===== src/rtl/mdu_pkg.sv =====
// Shared types and op decode helpers for the iterative multiply/divide unit.
package mdu_pkg;

  typedef enum logic [1:0] {
    MUL  = 2'd0,
    MULU = 2'd1,
    DIV  = 2'd2,
    DIVU = 2'd3
  } mdu_op_e;

  typedef enum logic [2:0] {
    IDLE = 3'd0,
    PREP = 3'd1,
    RUN  = 3'd2,
    FIX  = 3'd3,
    DONE = 3'd4
  } mdu_state_e;

  function automatic logic is_signed(mdu_op_e op);
    return (op == MUL) || (op == DIV);
  endfunction

  function automatic logic is_div(mdu_op_e op);
    return (op == DIV) || (op == DIVU);
  endfunction

endpackage


===== src/rtl/mdu_iterative_if.sv =====
// Request/response bundle between the execute stage and the multiply/divide unit.
interface mdu_iterative_if
  import mdu_pkg::*;
#(
  parameter int WIDTH = 16
);
  logic             start;
  mdu_op_e          op;
  logic [WIDTH-1:0] a;
  logic [WIDTH-1:0] b;
  logic             flush;
  logic             busy;
  logic             stall_req;
  logic             done;
  logic [WIDTH-1:0] result_lo;
  logic [WIDTH-1:0] result_hi;
  logic             div0;
  logic             overflow;

  modport master (
    output start, op, a, b, flush,
    input  busy, stall_req, done, result_lo, result_hi, div0, overflow
  );

  modport slave (
    input  start, op, a, b, flush,
    output busy, stall_req, done, result_lo, result_hi, div0, overflow
  );
endinterface


===== src/rtl/mdu_twos_neg.sv =====
// Conditional two's-complement: passes din through, or negates it when neg is set.
module mdu_twos_neg #(
  parameter int WIDTH = 16
) (
  input  logic [WIDTH-1:0] din,
  input  logic             neg,
  output logic [WIDTH-1:0] dout
);
  assign dout = neg ? (~din + {{(WIDTH-1){1'b0}}, 1'b1}) : din;
endmodule


===== src/rtl/mdu_iterative.sv =====
// Multi-cycle shift-add multiplier / restoring divider with signed modes,
// div0/overflow flags, flush and a stall request for the surrounding pipeline.
module mdu_iterative
  import mdu_pkg::*;
#(
  parameter int WIDTH = 16,
  parameter int CNT_W = $clog2(WIDTH) + 1
) (
  input logic            clk,
  input logic            rst,
  mdu_iterative_if.slave bus
);
  localparam logic [WIDTH-1:0] ALL_ONES = {WIDTH{1'b1}};
  localparam logic [WIDTH-1:0] MIN_VAL  = {1'b1, {(WIDTH-1){1'b0}}};

  mdu_state_e         state, state_nxt;
  mdu_op_e            op_r;
  logic [WIDTH-1:0]   a_r, b_r, ma, mb;
  logic [2*WIDTH-1:0] acc, acc_mul, acc_div, prod;
  logic [CNT_W-1:0]   cnt;
  logic               neg_lo, neg_hi, pend_div0, pend_ovf;
  logic [WIDTH-1:0]   res_lo, res_hi;
  logic               div0_r, ovf_r;
  logic               idle_or_done, accept, div_zero, div_ovf, sgn;
  logic               busy_c, done_c;
  logic [WIDTH-1:0]   na_in, nb_in, na_out, nb_out;
  logic               na_en, nb_en;
  logic [WIDTH:0]     mul_sum, div_trial;
  logic               mul_ovf;

  assign idle_or_done = (state == IDLE) || (state == DONE);
  assign accept       = bus.start && !bus.flush && idle_or_done;
  assign sgn          = is_signed(op_r);
  assign div_zero     = is_div(op_r) && (b_r == '0);
  assign div_ovf      = (op_r == DIV) && (a_r == MIN_VAL) && (b_r == ALL_ONES);

  always_ff @(posedge clk or posedge rst) begin
    if (rst) state <= IDLE;
    else     state <= state_nxt;
  end

  always_comb begin
    state_nxt = state;
    busy_c    = 1'b0;
    done_c    = 1'b0;
    case (state)
      IDLE: if (accept) state_nxt = PREP;
      PREP: begin
        busy_c    = 1'b1;
        state_nxt = (div_zero || div_ovf) ? FIX : RUN;
      end
      RUN: begin
        busy_c = 1'b1;
        if (cnt == CNT_W'(WIDTH - 1)) state_nxt = FIX;
      end
      FIX: begin
        busy_c    = 1'b1;
        state_nxt = DONE;
      end
      DONE: begin
        done_c    = 1'b1;
        state_nxt = accept ? PREP : IDLE;
      end
      default: state_nxt = IDLE;
    endcase
    if (bus.flush) state_nxt = IDLE;
  end

  // The operand negators double as quotient/remainder fix-up once PREP is over.
  assign na_in = (state == PREP) ? a_r : acc[WIDTH-1:0];
  assign nb_in = (state == PREP) ? b_r : acc[2*WIDTH-1:WIDTH];
  assign na_en = (state == PREP) ? (sgn && a_r[WIDTH-1]) : neg_lo;
  assign nb_en = (state == PREP) ? (sgn && b_r[WIDTH-1]) : neg_hi;

  mdu_twos_neg #(.WIDTH(WIDTH))   u_neg_a (.din(na_in), .neg(na_en),  .dout(na_out));
  mdu_twos_neg #(.WIDTH(WIDTH))   u_neg_b (.din(nb_in), .neg(nb_en),  .dout(nb_out));
  mdu_twos_neg #(.WIDTH(2*WIDTH)) u_neg_p (.din(acc),   .neg(neg_lo), .dout(prod));

  // Multiply: acc = {partial sum, remaining multiplier bits}, shifted right each step.
  assign mul_sum = {1'b0, acc[2*WIDTH-1:WIDTH]} + {1'b0, (acc[0] ? ma : {WIDTH{1'b0}})};
  assign acc_mul = {mul_sum, acc[WIDTH-1:1]};

  // Divide: acc = {partial remainder, dividend/quotient bits}, shifted left each step.
  assign div_trial = acc[2*WIDTH-1:WIDTH-1] - {1'b0, mb};
  assign acc_div   = div_trial[WIDTH] ? {acc[2*WIDTH-2:0], 1'b0}
                                      : {div_trial[WIDTH-1:0], acc[WIDTH-2:0], 1'b1};

  assign mul_ovf = (op_r == MUL) ? (prod[2*WIDTH-1:WIDTH] != {WIDTH{prod[WIDTH-1]}})
                                 : (prod[2*WIDTH-1:WIDTH] != {WIDTH{1'b0}});

  always_ff @(posedge clk) begin
    if (accept) begin
      op_r <= bus.op;
      a_r  <= bus.a;
      b_r  <= bus.b;
    end
    if (state == PREP) begin
      ma        <= na_out;
      mb        <= nb_out;
      pend_div0 <= div_zero;
      pend_ovf  <= div_ovf;
      // Early exits preload acc so FIX publishes them through the normal divide path.
      if (div_zero) begin
        acc    <= {a_r, ALL_ONES};
        neg_lo <= 1'b0;
        neg_hi <= 1'b0;
      end else if (div_ovf) begin
        acc    <= {{WIDTH{1'b0}}, MIN_VAL};
        neg_lo <= 1'b0;
        neg_hi <= 1'b0;
      end else begin
        acc    <= is_div(op_r) ? {{WIDTH{1'b0}}, na_out} : {{WIDTH{1'b0}}, nb_out};
        neg_lo <= (sgn && a_r[WIDTH-1]) ^ (sgn && b_r[WIDTH-1]);
        neg_hi <= sgn && a_r[WIDTH-1];
      end
    end else if (state == RUN) begin
      acc <= is_div(op_r) ? acc_div : acc_mul;
    end
  end

  always_ff @(posedge clk or posedge rst) begin
    if (rst) begin
      cnt    <= '0;
      res_lo <= '0;
      res_hi <= '0;
      div0_r <= 1'b0;
      ovf_r  <= 1'b0;
    end else begin
      if (state == PREP)     cnt <= '0;
      else if (state == RUN) cnt <= cnt + CNT_W'(1);
      if ((state == FIX) && !bus.flush) begin
        if (is_div(op_r)) begin
          res_lo <= na_out;
          res_hi <= nb_out;
          div0_r <= pend_div0;
          ovf_r  <= pend_ovf;
        end else begin
          res_lo <= prod[WIDTH-1:0];
          res_hi <= prod[2*WIDTH-1:WIDTH];
          div0_r <= 1'b0;
          ovf_r  <= mul_ovf;
        end
      end
    end
  end

  assign bus.busy      = busy_c;
  assign bus.done      = done_c;
  assign bus.stall_req = busy_c || (bus.start && idle_or_done);
  assign bus.result_lo = res_lo;
  assign bus.result_hi = res_hi;
  assign bus.div0      = div0_r;
  assign bus.overflow  = ovf_r;
endmodule


===== src/flat_wrapper.sv =====
// flat-port wrapper written by rule: the top's interface ports become plain ports
module mdu_iterative_flat import mdu_pkg::*;
#(
  parameter int WIDTH = 16,
  parameter int CNT_W = $clog2(WIDTH) + 1
)
  (clk, rst, bus_start, bus_op, bus_a, bus_b, bus_flush, bus_busy, bus_stall_req, bus_done, bus_result_lo, bus_result_hi, bus_div0, bus_overflow);
  mdu_iterative_if #(.WIDTH(WIDTH)) bus_i ();
  input logic clk;
  input logic rst;
  input wire logic [$bits(bus_i.start)-1:0] bus_start;
  input wire logic [$bits(bus_i.op)-1:0] bus_op;
  input wire logic [$bits(bus_i.a)-1:0] bus_a;
  input wire logic [$bits(bus_i.b)-1:0] bus_b;
  input wire logic [$bits(bus_i.flush)-1:0] bus_flush;
  output wire logic [$bits(bus_i.busy)-1:0] bus_busy;
  output wire logic [$bits(bus_i.stall_req)-1:0] bus_stall_req;
  output wire logic [$bits(bus_i.done)-1:0] bus_done;
  output wire logic [$bits(bus_i.result_lo)-1:0] bus_result_lo;
  output wire logic [$bits(bus_i.result_hi)-1:0] bus_result_hi;
  output wire logic [$bits(bus_i.div0)-1:0] bus_div0;
  output wire logic [$bits(bus_i.overflow)-1:0] bus_overflow;
  assign bus_i.start = bus_start;
  assign bus_i.op = bus_op;
  assign bus_i.a = bus_a;
  assign bus_i.b = bus_b;
  assign bus_i.flush = bus_flush;
  assign bus_busy = bus_i.busy;
  assign bus_stall_req = bus_i.stall_req;
  assign bus_done = bus_i.done;
  assign bus_result_lo = bus_i.result_lo;
  assign bus_result_hi = bus_i.result_hi;
  assign bus_div0 = bus_i.div0;
  assign bus_overflow = bus_i.overflow;
  mdu_iterative #(.WIDTH(WIDTH), .CNT_W(CNT_W)) u_core (.clk(clk), .rst(rst), .bus(bus_i));
endmodule

===== config.mk =====
export PLATFORM = sky130hd
export DESIGN_NAME = mdu_iterative_flat
export DESIGN_NICKNAME = d
export VERILOG_FILES = /design/src/rtl/mdu_pkg.sv /design/src/rtl/mdu_iterative_if.sv /design/src/rtl/mdu_twos_neg.sv /design/src/rtl/mdu_iterative.sv /design/src/flat_wrapper.sv
export SDC_FILE = /design/constraint.sdc
export NUM_CORES = 1
export LEC_CHECK = 0
export ABC_AREA = 1
export BUFFER_PORTS_ARGS = -buffer_cell sky130_fd_sc_hd__buf_4
export CAP_MARGIN = 20
export CORE_MARGIN = 2
export CORE_UTILIZATION = 55
export CTS_CLUSTER_SIZE = 30
export DETAILED_ROUTE_END_ITERATION = 8
export PLACE_DENSITY = 0.74
export SYNTH_ARGS = -nofsm -noshare
export SYNTH_HDL_FRONTEND = slang
export SYNTH_SLANG_ARGS = --single-unit
export TNS_END_PERCENT = 100

===== constraint.sdc =====
create_clock -name clk -period 4.6 [get_ports clk]
set_input_delay 0.69 -clock clk [delete_from_list [all_inputs] [get_ports clk]]
set_output_delay 0.69 -clock clk [all_outputs]
set_load 0.03 [all_outputs]

==> run summary, run 1 <==
The run finished with clean final reports. In the final timing run, aggregate negative setup slack is 0 ns. For this configuration, the core starts out at a cell density of 56.1%. In this run, the number of DRC markers left after iteration 0 of detailed routing was 1,223. Among all flip-flop cells after synthesis, the most frequent one is sky130_fd_sc_hd__edfxtp_1. The first global-routing pass estimated 52.6 mm of wire. The longest clock path from root to sink contains 2 buffers. The path class of the lowest-slack min-delay path is input pin to async pin. The tools report the total grt overflow as 0. The total standard cell area after synthesis is 10,500 sq um, and the xor and xnor fraction of the mapped netlist area is 2.71%. For this run, design rule violations remaining after detail routing come to 0. The routed layout has 10.4k vias. The detail route stage leaves a number of antenna-violating nets equal to 0. Layout-stage area growth over the synthesis result: 12.4%. The number of antenna violations at the first check in global routing was 0; the post-placement cell area was 11,200 sq um. Clock-pin slew was measured on the worst setup and hold paths at 0.07 ns.

The slowest stage of the critical path belongs to the cell sky130_fd_sc_hd__nand2_1. For this run, the register share of the synthesized area comes to 39.1%. In this design, the stage delay of the slowest critical-path cell is 0.49 ns. The worst setup path is captured at a flip-flop.

After synthesis, the netlist uses 56 different library cells. Setup violations remaining at the end of the flow were counted as 0. The run gives 1.36 ns as the pre-CTS setup slack.

Share of async-settable or async-resettable flops after synthesis: 29.2%. Capturing point of the worst reg2reg path: u_core.acc[16]. The vertical extent of the die was 142 um; the number of vias per cell was 5.93.

The HPWL after detailed placement is 25.9 mm. The cell count after synthesis came out at 1,458. The via count of the first global-routing pass is 9,687, and the fraction of post-synthesis cell area in the top cell type by area is 29.1%.

Walking the worst path, the cells encountered are inv_1, ha_1, inv_1, fa_1, nand2_1, nand2_1, o21a_1, nand2_1, nand2_1, nand3b_1, nand3_1, nand2_1, inv_1, nand2_1, o211ai_1, nand3_1, o21ai_0. Yosys printed 0 warnings. In the final design database the tool counted 1,592 nets.

Of the total power, registers draw 29.2%. Row generation in the floorplan step produced 50 rows. The tools report the instance count after placement with tap cells included as 1,728. The run gives 4 as the maximum level of the CTS H-tree.

Synthesis inferred 144 register bits. Dividing the final minimum period by the clock period gives 71.7%. The aggregate global-route resource usage is 34.6%, and the worst reg2reg path depth is 17. A synthesized cell averages 7.22 sq um. The filler cells instantiated in the layout total 1,749. The tools report the number of primary I/O pins as 75. TritonCTS built the clock tree. In the final layout, the share of cells above drive strength 1 is 10.5%. The time the worst path needs with I/O delays and setup is 3.30 ns. The final clock skew was 0.0115 ns. Summing all multi-input logic gate instances after layout gives 5470 sq um. Startpoint of the most critical register-to-register path: u_core.acc[15]. The congestion estimate from routability-driven global placement came to 1.04.

By area the synthesized netlist is led by sky130_fd_sc_hd__edfxtp_1 29%, sky130_fd_sc_hd__nand2_1 14%, sky130_fd_sc_hd__dfrtp_1 10%. After synthesis, the largest family of logic cells by area is simple AND/OR/NAND/NOR gates. The overall die width is 142 um. The clock net in this run drives a total of 144 sinks. The tools report the pin count of the biggest net entering global routing as 104. At the worst endpoint, the arrival time is 3.48 ns.

The tools report the total core area as 18,800 sq um. The cell taking the most area after synthesis is sky130_fd_sc_hd__edfxtp_1. After clock tree synthesis, the repair step resized 0 gates. Summing all flip-flop and latch instances after layout gives 4110 sq um. The largest fanout on the critical path is 25. Of the total power, the share spent switching nets is 48.5%. 0 antenna diodes ended up in the layout. In this run the power spent charging and discharging nets is 3790 uW. The run gives 0 as the total count of hold-check failures in the final report. Of the total power, combinational logic draws 52.4%.

For this run, the number of standard cells in the final layout without fillers is 1,762. Dominant delay contributor by cell family on the critical path: simple AND/OR/NAND/NOR gates. The fraction of the mapped netlist area in simple logic gates is 29.5%.

The finished cells cover 11,800 sq um. The worst setup path is launched from a flip-flop. In this run the tool buffered the top-level ports with 74 buffer cells.

The number of max-slew violations in the final report is 0, and the area fraction in compound gates after synthesis is 14.8%. The share of total power dissipated in the clock network is 18.4%. In this run the power density over the cells is 661 nW/um^2.

The first TritonRoute pass finished after 6 iterations. After Yosys synthesis, full adders, half adders and majority gates account for 4.78% of the synthesized area. At the pin with the least slew margin, the transition time is 1.07 ns. For this run, the share of the core covered by cells in the final layout is 63.0%. The run gives 20,200 sq um as the floorplan die area. Multiplexer cells account for 0% of the synthesized area. The number of nets produced by synthesis was 1,535.

The max-cap violation count was 0; the count of buffering cells on the critical path with inverters included was 3. In this run the register-to-register setup slack is 1.30 ns. Internal power comes to 4030 uW. For this design the static power due to leakage is 0.00558 uW.

The most numerous cell type found on the critical path is sky130_fd_sc_hd__nand2_1. After clock tree synthesis, the setup repair step added 0 buffers. The root buffer cell chosen for the clock tree is sky130_fd_sc_hd__clkbuf_16.

In this run, CTS created clock tree buffers numbering 17. The maximum clock rate is 0.303 GHz. By startpoint and endpoint, the worst setup path is classified as flip-flop to flip-flop. For this design, the CTS-stage hold fixing added 0 buffers. The headroom to the max-slew limit is 28.9%, and the number of synthesized flops with an enable pin is 102. Setup repair after global routing left no endpoint under its margin. For the clock latency on the worst-skew pair, the log shows 0.45 ns.

Across the VDD grid, the largest voltage drop is 350 uV. At the worst endpoint, the required time is 4.79 ns. After detailed routing, the average wire length per cell comes to 19.3 um.

The run gives 34.0 mm as the sum of routed wire length over all layers. The final worst-path setup slack came out at 1.30 ns.
## worst register-to-register path: stages, from the launching register on
cell	delay [ns]
sky130_fd_sc_hd__edfxtp_1	0.46
sky130_fd_sc_hd__inv_1	0.15
sky130_fd_sc_hd__ha_1	0.16
sky130_fd_sc_hd__inv_1	0.06
sky130_fd_sc_hd__fa_1	0.38
sky130_fd_sc_hd__nand2_1	0.09
sky130_fd_sc_hd__nand2_1	0.06
sky130_fd_sc_hd__o21a_1	0.12
sky130_fd_sc_hd__nand2_1	0.06
sky130_fd_sc_hd__nand2_1	0.09
sky130_fd_sc_hd__nand3b_1	0.12
sky130_fd_sc_hd__nand3_1	0.07
sky130_fd_sc_hd__nand2_1	0.49
sky130_fd_sc_hd__inv_1	0.30
sky130_fd_sc_hd__nand2_1	0.12
sky130_fd_sc_hd__o211ai_1	0.09
sky130_fd_sc_hd__nand3_1	0.12
sky130_fd_sc_hd__o21ai_0	0.11
## layout by cell type, fill, tap and decap left out, drive strengths merged, types with 6 or more instances in the layout
cell type  count
nor3          12
a31oi         16
a211oi        11
nand3b         9
o211ai         8
buf           85
xnor2          6
nor4          12
inv          193
nor2         169
ha            37
o21ai        140
or2           10
dfrtp         42
xor2          24
nand4         11
a21oi         68
nand3        101
edfxtp       102
nand2        406
clkbuf        18
## sequential cells by signal (all words and copies together), names as in the netlist
name,cells
u_core.neg_hi,1
u_core.pend_div0,1
u_core.acc,32
u_core.ma,16
u_core.a_r,16
u_core.bus.result_lo,16
u_core.state,3
u_core.neg_lo,1
u_core.bus.div0,1
u_core.pend_ovf,1
u_core.op_r,2
u_core.b_r,16
u_core.mb,16
u_core.bus.overflow,1
u_core.bus.result_hi,16
u_core.cnt,5
## layout make-up
class	instances	share of cell area (%)
clock buffers	18	3.63
clock inverters	14	1.33
inverters	188	5.97
multi-input cells	1079	46.3
flip-flops and latches	144	34.8
well taps	234	2.48
repair buffers	85	5.54
## per-layer routing
layer  track usage, %  part of all wire, %
met5                0                    0
met4             16.6                  5.0
met3             6.12                   10
met2             53.5                   45
met1             47.4                   40
## Yosys cell counts, types with 5 or more instances
cell type and instances:
sky130_fd_sc_hd__clkbuf_1 28, sky130_fd_sc_hd__dfrtp_1 42, sky130_fd_sc_hd__buf_1 6, sky130_fd_sc_hd__buf_2 5, sky130_fd_sc_hd__inv_1 182, sky130_fd_sc_hd__nand3_1 99, sky130_fd_sc_hd__nand2_1 400, sky130_fd_sc_hd__nor4_1 12
sky130_fd_sc_hd__nand4_1 11, sky130_fd_sc_hd__a21o_1 5, sky130_fd_sc_hd__o21ai_0 115, sky130_fd_sc_hd__a31oi_1 16, sky130_fd_sc_hd__nor3_1 11, sky130_fd_sc_hd__a211oi_1 11, sky130_fd_sc_hd__nor2_1 164, sky130_fd_sc_hd__nand2_2 5
sky130_fd_sc_hd__ha_1 37, sky130_fd_sc_hd__o21ai_2 6, sky130_fd_sc_hd__inv_2 6, sky130_fd_sc_hd__or2_2 9, sky130_fd_sc_hd__xor2_1 21, sky130_fd_sc_hd__xnor2_1 6, sky130_fd_sc_hd__o211ai_1 8, sky130_fd_sc_hd__nand3b_1 9
sky130_fd_sc_hd__edfxtp_1 102, sky130_fd_sc_hd__o21ai_1 19, sky130_fd_sc_hd__a21oi_1 68
## worst max path at each step
stage	startpoint	end	slack (ns)	depth (start not counted)
5_1_grt	u_core.acc[15]	u_core.acc[16]	1.04	17
4_1_cts	u_core.acc[15]	u_core.acc[16]	1.34	17
3_5_place_dp	u_core.acc[15]	u_core.acc[16]	1.36	17
2_1_floorplan	bus_start	u_core.state[0]	1.74	6
3_3_place_gp	u_core.acc[15]	u_core.acc[22]	1.44	17
6_report	u_core.acc[15]	u_core.acc[16]	1.30	17
## logic make-up after synthesis
group                      after synthesis
AOI/OAI and AO/OA                      274
and+or+nand+nor                        736
xor gates and xnor gates                30
DFF                                    144
buffers and inverters                  235
adders and majority gates               39
## stage by stage
| stage | hold WS (ns) | power, uW |
|---|---|---|
| floorplan | 0.449 | 5040 |
| global placement | 0.469 | 6250 |
| detailed placement | 0.468 | 6290 |
| CTS | 0.416 | 7720 |
| global route | 0.151 | 8320 |
| finish | 0.143 | 7820 |
## power by group through the flow
stage / clock network [uW] / logic (uW) / registers [uW]
global route: 1480 / 4530 / 2320
global placement: 0 / 3960 / 2290
detailed placement: 0 / 4000 / 2290
finish: 1440 / 4100 / 2290
floorplan: 0 / 2610 / 2420
CTS: 1420 / 4020 / 2270
Note: power is estimated with default switching activity, not from simulation.
==> run 2: changes to the inputs <==
Settings changed: PLACE_DENSITY 0.74 to 0.77.
Clock period 4.6 ns to 3 ns, I/O delays scaled along.
==> run summary, run 2 (synthesized netlist as in run 1, its figures left out) <==
TritonCTS built the clock tree. Path class of the lowest-slack min-delay path: input pin to async pin. Entering global routing, the biggest net connects 104 pins.

The routed design has 35.3 mm of wire. The die is 142 um tall. The worst setup path is captured at a flip-flop. The clock net sink count is 144. The capturing point of the worst reg2reg path was u_core.acc[28]. Dividing the detail-routed via count by the number of cells gives 5.93. The library cells used most frequently in the layout, excluding fill and tap cells, are 399 x sky130_fd_sc_hd__nand2_1, 179 x sky130_fd_sc_hd__inv_1, 162 x sky130_fd_sc_hd__nor2_1. The tree is rooted in a sky130_fd_sc_hd__clkbuf_16.

In the finished design, the share of the clock period the worst path needs comes to 95.3%. The floorplan has 50 rows. The number of antenna violations at the first check in global routing is 0.

The time the worst path needs with I/O delays and setup was 2.86 ns. The clock arrives with 0.00793 ns of skew. After legalization and detailed placement, the total HPWL measured 26.9 mm. The run gives 0.350 GHz as the maximum clock rate.

In this run the critical register-to-register path is launched from u_core.acc[0]. The layout-stage area growth over the synthesis result works out to 15.2%. Clock latency on the worst-skew pair: 0.43 ns. The number of vias after detailed routing came out at 10.6k. By instance count, the cell type seen most on the critical path is sky130_fd_sc_hd__nand2_1.

After the first detailed-routing iteration, the DRC count stood at 1,268. The flow ran to the end, and the final reports show no timing, DRC or antenna violations. The post-detailed-route wirelength per cell works out to 19.7 um.

The tools report the total core area as 18,800 sq um. The power per unit of standard cell area was 1020 nW/um^2. The first-pass iteration count of the detailed router is 6, and the clock buffer count from CTS is 17. The largest fanout on the critical path came out at 16. Once placement finished, the instance area stood at 11,500 sq um. Counting cells, the worst reg-to-reg path comes to 13. The headroom to the max-slew limit came out at 28.1%.

The clock passes through at most 2 buffers. Global routing finished with a remaining overflow of 0. The setup slack of the worst register-to-register path is 0.14 ns, and the via count of the first global-routing pass is 9,817. The tools report the number of nets with antenna violations after routing as 0. The path type of the worst setup path was flip-flop to flip-flop. The number of max-slew violations in the final report is 0. Setup violations remaining at the end of the flow were counted as 0.

The aggregate global-route resource usage is 35.4%. The count of nets after finishing came out at 1,624. For this configuration, the core starts out at a cell density of 56.1%. The critical path's largest stage delay is 0.49 ns, and the maximum level of the CTS H-tree is 4. After clock tree synthesis, the clock-pin slew on the worst setup and hold paths is 0.07 ns. The analysis attributes to cell leakage a power of 0.00574 uW. The register containing the most flip-flops in the final layout is u_core.acc. The tools report the max-cap violation count as 0. Startpoint type of the worst setup path: a flip-flop. From left edge to right edge, the die measures 142 um. The total count of hold-check failures in the final report was 0; the routability congestion estimate from global placement was 1.05. The register with the most flip-flops in the layout has 32 of them. The worst path required time is 3.19 ns, and the count of antenna diodes in the layout is 0.

Traced cell by cell, the critical path runs through buf_4, nand2_1, inv_1, ha_1, a21oi_1, a21boi_0, nand3_1, a31o_2, or2_2, nand3_1, o21ai_0, nand2_1, nand2_1. The completed layout was analyzed and its total power is 12,300 uW. For this design, the CTS-stage hold fixing added 0 buffers. The floorplan step defined a die boundary enclosing 20,200 sq um. VDD sags by at most 509 uV. The most common cell after layout, fill and taps aside is sky130_fd_sc_hd__nand2_1. Number of primary I/O pins: 75. The slew at the pin with the worst max-slew slack was 1.08 ns; the finished layout cell area was 12,100 sq um. Buffers placed on the I/O ports in this run total 74.

Setup repair after global routing could not meet its margin everywhere. Of the cells placed in the final design, the portion with a size suffix greater than 1 is 12.8%. After detailed routing, the number of remaining DRC violations is 0. The largest individual stage delay along the critical path comes from the cell sky130_fd_sc_hd__edfxtp_1. Data arrives at the worst endpoint at 3.05 ns. The first global-routing pass estimated 53.8 mm of wire.
[run 2: cell count changes in the layout (fill, tap and decap cells not counted), moves of 2 or more]
cell and delta:
sky130_fd_sc_hd__clkinvlp_4 +3, sky130_fd_sc_hd__o21ai_2 +2, sky130_fd_sc_hd__o21ai_0 -2, sky130_fd_sc_hd__inv_6 -2
sky130_fd_sc_hd__buf_12 +3, sky130_fd_sc_hd__buf_4 +29, sky130_fd_sc_hd__inv_1 -2, sky130_fd_sc_hd__clkbuf_8 +3
[run 2: layout make-up]
type / instances / area (sq um)
inverter: 188 / 709
clock buffer: 21 / 470
multi-input combinational: 1079 / 5490
tap: 234 / 293
clock inverter: 11 / 106
fill: 1705 / 6650
timing repair buffer: 117 / 932
sequential: 144 / 4110
[run 2: routing by layer]
metal  vias to the layer above  global-route usage, %  wire length, um
met5                         -                      0                0
met2                       638                   54.8            15700
met3                       112                   6.19             3570
met4                         0                   18.1             1880
li1                       5004                      -                -
met1                      4884                   48.0            14200
[run 2: worst max-delay path by stage]
stage | cells after the start | slack [ns] | from | end
2_1_floorplan | 7 | 0.14 | u_core.state[2] | u_core.ma[0]
3_3_place_gp | 15 | 0.08 | u_core.acc[0] | u_core.acc[23]
3_5_place_dp | 13 | 0.10 | u_core.acc[0] | u_core.acc[28]
4_1_cts | 16 | 0.04 | u_core.acc[0] | u_core.bus.overflow
5_1_grt | 16 | -0.03 | u_core.acc[0] | u_core.bus.overflow
6_report | 13 | 0.14 | u_core.acc[0] | u_core.acc[28]
[run 2: what timing repair did]
item                       in CTS  in global routing
setup endpoints to repair       0                 11
setup buffers                   0                  2
resized for setup               0                 13
[run 2: worst max-delay path: cells and delay by family, from the launching register on]
family	cells	cell delay, ns
buf+inv	2	0.31
fa+ha+maj	1	0.33
compound gates	4	0.73
simple gates	6	0.74
flops	1	0.49
[run 2: through the flow]
| stage | util, % | setup slack, ns | TNS, ns | instances | hold slack (ns) |
|---|---|---|---|---|---|
| floorplan | - | 0.139 | 0 | 1458 | 0.449 |
| global placement | 61.1 | 0.0810 | 0 | 1758 | 0.467 |
| detailed placement | 61.1 | 0.105 | 0 | 1759 | 0.473 |
| CTS | 64.2 | 0.0447 | 0 | 1791 | 0.185 |
| global route | 64.6 | -0.0282 | -0.0412 | 1794 | 0.0820 |
| finish | 64.6 | 0.141 | 0 | 1794 | 0.0468 |
[run 2: power breakdown]
group          internal (uW)  switching, uW
Clock                   1210            897
Combinational           2280           4570
Sequential              2900            461
Total                   6400           5920
